===== src/rtl/timer_multi_ch_if.sv =====
// Bus bundle for timer_multi_ch: per-channel controls and configuration in, status out.
interface timer_multi_ch_if #(
  parameter int NUM_CH = 4,
  parameter int CNT_W  = 16,
  parameter int PSC_W  = 16
);
  logic [NUM_CH-1:0]       en;
  logic [NUM_CH-1:0]       start;
  logic [NUM_CH-1:0]       stop;
  logic [NUM_CH-1:0]       up_down;
  logic [NUM_CH-1:0]       one_shot;
  logic [NUM_CH*PSC_W-1:0] prescaler;
  logic [NUM_CH*CNT_W-1:0] load;
  logic [NUM_CH*CNT_W-1:0] compare;
  logic [NUM_CH-1:0]       tick;
  logic [NUM_CH-1:0]       running;
  logic [NUM_CH*CNT_W-1:0] count;
  logic [NUM_CH-1:0]       pwm;

  modport master (
    output en, start, stop, up_down, one_shot, prescaler, load, compare,
    input  tick, running, count, pwm
  );

  modport slave (
    input  en, start, stop, up_down, one_shot, prescaler, load, compare,
    output tick, running, count, pwm
  );
endinterface


===== src/rtl/timer_multi_ch.sv =====
// Multi-channel prescaled up/down timer with one-shot/periodic modes and optional PWM.
// Define TIMER_PWM_EN to build the per-channel compare output; otherwise pwm is tied to 0.
//
// state   | meaning
// ST_IDLE | channel stopped, count held
// ST_RUN  | channel counting (when en) through the prescaler
module timer_multi_ch #(
  parameter int NUM_CH = 4,
  parameter int CNT_W  = 16,
  parameter int PSC_W  = 16
) (
  input  logic             clk,
  input  logic             rst,
  timer_multi_ch_if.slave  bus
);

  typedef enum logic {ST_IDLE = 1'b0, ST_RUN = 1'b1} state_e;

  for (genvar g = 0; g < NUM_CH; g++) begin : g_ch
    state_e           state_q, state_d;
    logic [CNT_W-1:0] cnt_q, cnt_d;
    logic [PSC_W-1:0] psc_q, psc_d;
    logic             tick_q, tick_d;

    logic [CNT_W-1:0] load_i;
    logic [PSC_W-1:0] psc_lim;
    logic             up;
    logic             step;
    logic             at_term;

    assign load_i  = bus.load[g*CNT_W +: CNT_W];
    assign psc_lim = bus.prescaler[g*PSC_W +: PSC_W];
    assign up      = bus.up_down[g];
    assign step    = (psc_q >= psc_lim);
    // Terminal test guards both ends, so the counter can never wrap.
    assign at_term = up ? (cnt_q >= load_i) : (cnt_q == '0);

    always_comb begin
      state_d = state_q;
      cnt_d   = cnt_q;
      psc_d   = psc_q;
      tick_d  = 1'b0;
      if (bus.stop[g]) begin
        state_d = ST_IDLE;
      end else if (bus.start[g]) begin
        state_d = ST_RUN;
        psc_d   = '0;
        cnt_d   = up ? '0 : load_i;
      end else if (state_q == ST_RUN && bus.en[g]) begin
        if (step) begin
          psc_d = '0;
          if (at_term) begin
            tick_d = 1'b1;
            if (bus.one_shot[g]) begin
              state_d = ST_IDLE;
            end else begin
              cnt_d = up ? '0 : load_i;
            end
          end else begin
            cnt_d = up ? cnt_q + CNT_W'(1) : cnt_q - CNT_W'(1);
          end
        end else begin
          psc_d = psc_q + PSC_W'(1);
        end
      end
    end

    always_ff @(posedge clk or posedge rst) begin
      if (rst) begin
        state_q <= ST_IDLE;
        cnt_q   <= '0;
        psc_q   <= '0;
        tick_q  <= 1'b0;
      end else begin
        state_q <= state_d;
        cnt_q   <= cnt_d;
        psc_q   <= psc_d;
        tick_q  <= tick_d;
      end
    end

    assign bus.tick[g]                  = tick_q;
    assign bus.running[g]               = (state_q == ST_RUN);
    assign bus.count[g*CNT_W +: CNT_W]  = cnt_q;
`ifdef TIMER_PWM_EN
    assign bus.pwm[g] = (state_q == ST_RUN) && (cnt_q < bus.compare[g*CNT_W +: CNT_W]);
`else
    assign bus.pwm[g] = 1'b0;
`endif
  end

endmodule


===== src/flat_wrapper.sv =====
// flat-port wrapper written by rule: the top's interface ports become plain ports
module timer_multi_ch_flat 
#(
  parameter int NUM_CH = 4,
  parameter int CNT_W  = 16,
  parameter int PSC_W  = 16
)
  (clk, rst, bus_en, bus_start, bus_stop, bus_up_down, bus_one_shot, bus_prescaler, bus_load, bus_compare, bus_tick, bus_running, bus_count, bus_pwm);
  timer_multi_ch_if #(.NUM_CH(NUM_CH), .CNT_W(CNT_W), .PSC_W(PSC_W)) bus_i ();
  input  logic clk;
  input  logic rst;
  input wire logic [$bits(bus_i.en)-1:0] bus_en;
  input wire logic [$bits(bus_i.start)-1:0] bus_start;
  input wire logic [$bits(bus_i.stop)-1:0] bus_stop;
  input wire logic [$bits(bus_i.up_down)-1:0] bus_up_down;
  input wire logic [$bits(bus_i.one_shot)-1:0] bus_one_shot;
  input wire logic [$bits(bus_i.prescaler)-1:0] bus_prescaler;
  input wire logic [$bits(bus_i.load)-1:0] bus_load;
  input wire logic [$bits(bus_i.compare)-1:0] bus_compare;
  output wire logic [$bits(bus_i.tick)-1:0] bus_tick;
  output wire logic [$bits(bus_i.running)-1:0] bus_running;
  output wire logic [$bits(bus_i.count)-1:0] bus_count;
  output wire logic [$bits(bus_i.pwm)-1:0] bus_pwm;
  assign bus_i.en = bus_en;
  assign bus_i.start = bus_start;
  assign bus_i.stop = bus_stop;
  assign bus_i.up_down = bus_up_down;
  assign bus_i.one_shot = bus_one_shot;
  assign bus_i.prescaler = bus_prescaler;
  assign bus_i.load = bus_load;
  assign bus_i.compare = bus_compare;
  assign bus_tick = bus_i.tick;
  assign bus_running = bus_i.running;
  assign bus_count = bus_i.count;
  assign bus_pwm = bus_i.pwm;
  timer_multi_ch #(.NUM_CH(NUM_CH), .CNT_W(CNT_W), .PSC_W(PSC_W)) u_core (.clk(clk), .rst(rst), .bus(bus_i));
endmodule

===== config.mk =====
export PLATFORM = sky130hd
export DESIGN_NAME = timer_multi_ch_flat
export DESIGN_NICKNAME = d
export VERILOG_FILES = /design/src/rtl/timer_multi_ch_if.sv /design/src/rtl/timer_multi_ch.sv /design/src/flat_wrapper.sv
export SDC_FILE = /design/constraint.sdc
export NUM_CORES = 1
export LEC_CHECK = 0
export ABC_AREA = 1
export BUFFER_PORTS_ARGS = -buffer_cell sky130_fd_sc_hd__buf_4
export CAP_MARGIN = 20
export CORE_ASPECT_RATIO = 1.4
export CORE_MARGIN = 1
export CORE_UTILIZATION = 45
export DETAILED_ROUTE_END_ITERATION = 12
export GPL_TIMING_DRIVEN = 0
export PLACE_DENSITY_LB_ADDON = 0.08
export SLEW_MARGIN = 30
export SYNTH_ARGS = -nofsm -noshare
export SYNTH_HDL_FRONTEND = slang
export SYNTH_SLANG_ARGS = --single-unit

===== constraint.sdc =====
create_clock -name clk -period 7.5 [get_ports clk]
set_input_delay 2.25 -clock clk [delete_from_list [all_inputs] [get_ports clk]]
set_output_delay 2.25 -clock clk [all_outputs]
set_load 0.005 [all_outputs]

==> qor.csv <==
metric,value,unit
drtPass1Iterations,7,
cp_data_required_time,7840,ps
status,"finished, final reports clean",
synth-seq-cells,136,
final_common_cell,nand2_1,
ctsResizeCount,0,
place.gp.congestion,0.8810,
instances_no_fill,2843,
core-area,31500,sq um
netlist_area,14370,sq um
start_kind,primary input,
place_inst,2811,
ys_seq_area_share,23.69,%
clkTransAtPathRegs,70,ps
synthTopCellsByArea,"dfrtp_1 (24%), nand2_1 (19%), ha_1 (16%)",
rsz0062_at_grt,false,
vias_per_cell,5.094,
cp.arrival,4180,ps
final-setup-viol-count,0,
ys_warn_count,0,
cts.sinks,136,
ctsHoldBuffers,0,
postPlaceCellArea,16540,sq um
crit_type,primary input to register,
insertedDiodeCount,0,
drtIter0Drc,719,
yosysUniqueCellTypes,50,
hp-class,register to register,
floorplan.die_area,32660,sq um
rows,77,
layout-drive-gt1-share,13.77,%
finalWorstSetupSlack,3651,ps
die_w,153.0,microns
post-place-ws,3216,ps
hold_depth,2,
synth_top_area_share,23.69,%
grt_max_degree,74,
maxSlewViolCount,0,
grt_pass1_wl,68010,microns
end_kind,register,
crit_fanout,18,
start_util,45.61,%
grt_usage,25.74,%
async_reset_ff_share,100.0,%
maxCapViolations,0,
p_leak,9.939,nW
finalHoldViolCount,0,
fin_skew,12.28,ps
synthCells,2195,
via_count,14483,
antenna_found_initial,0,
timing.final.crit_share,51.32,%
io_buffers,217,
dpl.hpwl,32950,microns
synthToLayoutAreaGrowth,19.44,%
htreeDepth,4,
synth_edf_count,0,
post_cts_buffers,0,
timing.fmax,259.8,MHz
routed_wl,40530,microns
syn-mean-instance-area,6.546,sq um
clk_path_buf_depth,2,
synth_ff_type,dfrtp_1,
root_buffer,clkbuf_16,
ant_nets,0,
nets,2841,
grt_overflow,0,
clk_latency,450,ps
relSlewSlack,42.91,%
min_period,3849,ps
rr_worst_depth,15,
fp.dieH,213.4,microns
top_level_ports,290,
peakVddDrop,0.0001566,V
final_area,17160,sq um
final_cell_mix,"nand2_1 (743), inv_1 (310), buf_4 (237), ha_1 (188), nor2_1 (170)",
grt_pass1_vias,14630,
cts_buffers,17,
cts_tree,built,
worstMarginPinSlew,847.4,ps
drcViolationCount,0,
wl_per_cell,14.26,microns
power_density,226.7,nW/um^2
synth_area_leader_cell,dfrtp_1,
[per-layer routing]
layer | part of all wire (%) | wire length (microns) | global-route usage, %
met1 | 41 | 16520 | 27.68
met2 | 53 | 21450 | 50.23
met3 | 3.2 | 1291 | 3.193
met4 | 3.1 | 1273 | 11.15
met5 | 0 | 0 | 0
[cells in the mapped netlist (4+ instances only)]
cell / number
a211oi_2: 4
a21o_1: 5
a21oi_1: 118
buf_2: 9
buf_4: 20
buf_6: 10
clkbuf_1: 10
dfrtp_1: 136
fa_1: 4
ha_1: 188
inv_1: 311
inv_2: 6
nand2_1: 743
nand2_4: 8
nand3_1: 160
nand3_4: 4
nand3b_1: 10
nand4_1: 29
nor2_1: 170
nor2_2: 7
nor3_1: 20
nor3b_1: 4
nor4_1: 17
o21a_1: 5
o21ai_0: 78
o21ai_1: 4
o21bai_1: 6
o22ai_1: 15
xnor2_1: 7
xor2_1: 54
[worst paths after layout]
kind,from,to,slack [ps]
setup / recovery,bus_up_down[2],u_core.g_ch[2].cnt_q[15],3650
hold / removal,u_core.g_ch[0].state_q,u_core.g_ch[0].state_q,520
setup reg to reg,u_core.g_ch[1].cnt_q[1],u_core.g_ch[1].cnt_q[4],5110
hold reg to reg,u_core.g_ch[0].state_q,u_core.g_ch[0].state_q,520
max in group asynchronous,rst,u_core.g_ch[2].cnt_q[15],4890
min in group asynchronous,rst,u_core.g_ch[0].psc_q[10],1850
[state kept, by name, summed over array words and instances, names as in the netlist]
signal / count
u_core.g_ch.psc_q: 64
u_core.g_ch.state_q: 4
u_core.g_ch.tick_q: 4
u_core.g_ch.cnt_q: 64
[power by group]
part           switching (W)  internal (W)
combinational        0.00109      0.000803
clock               0.000379      0.000540
sequential          0.000230      0.000852
[through the flow]
step	total power, W	hold slack [ps]	util [%]	setup TNS [ps]
after floorplan	0.002321	474.5	-	0
after global placement	0.002947	496.0	52.38	-60120
after detailed placement	0.002979	506.0	52.50	0
after CTS	0.003915	523.7	54.47	0
after global routing	0.004246	569.4	54.47	0
final	0.003891	517.1	54.47	0
[area by class of cell]
cell class	instances	area, sq um
buffer	50	349.1
clock buffer	18	439.2
clock inverter	14	183.9
fill	3235	14340
inverter	323	1236
multi-input combinational	1689	9399
sequential	136	3403
tap	395	494.2
timing repair buffer	218	1657
[kinds of logic after synthesis]
group	Yosys count	synth area share (%)
buf+inv	373	10.98
compound gates	244	9.283
simple gates	1188	35.38
xor+xnor	61	3.718
flops	136	23.69
fa+ha+maj	192	16.93
other cells	1	0.02610
[critical path: stages]
cell and delay (ps):
buf_4 150, inv_2 300, ha_1 360, a21oi_1 290, o21ai_0 190, a21oi_1 190, nand2_1 70, nand2_1 60
nand2_1 90, nand3_1 80, nand2_1 50, nand2_1 60, nand2_1 40
No activity file was read; power rests on OpenSTA's default activity.
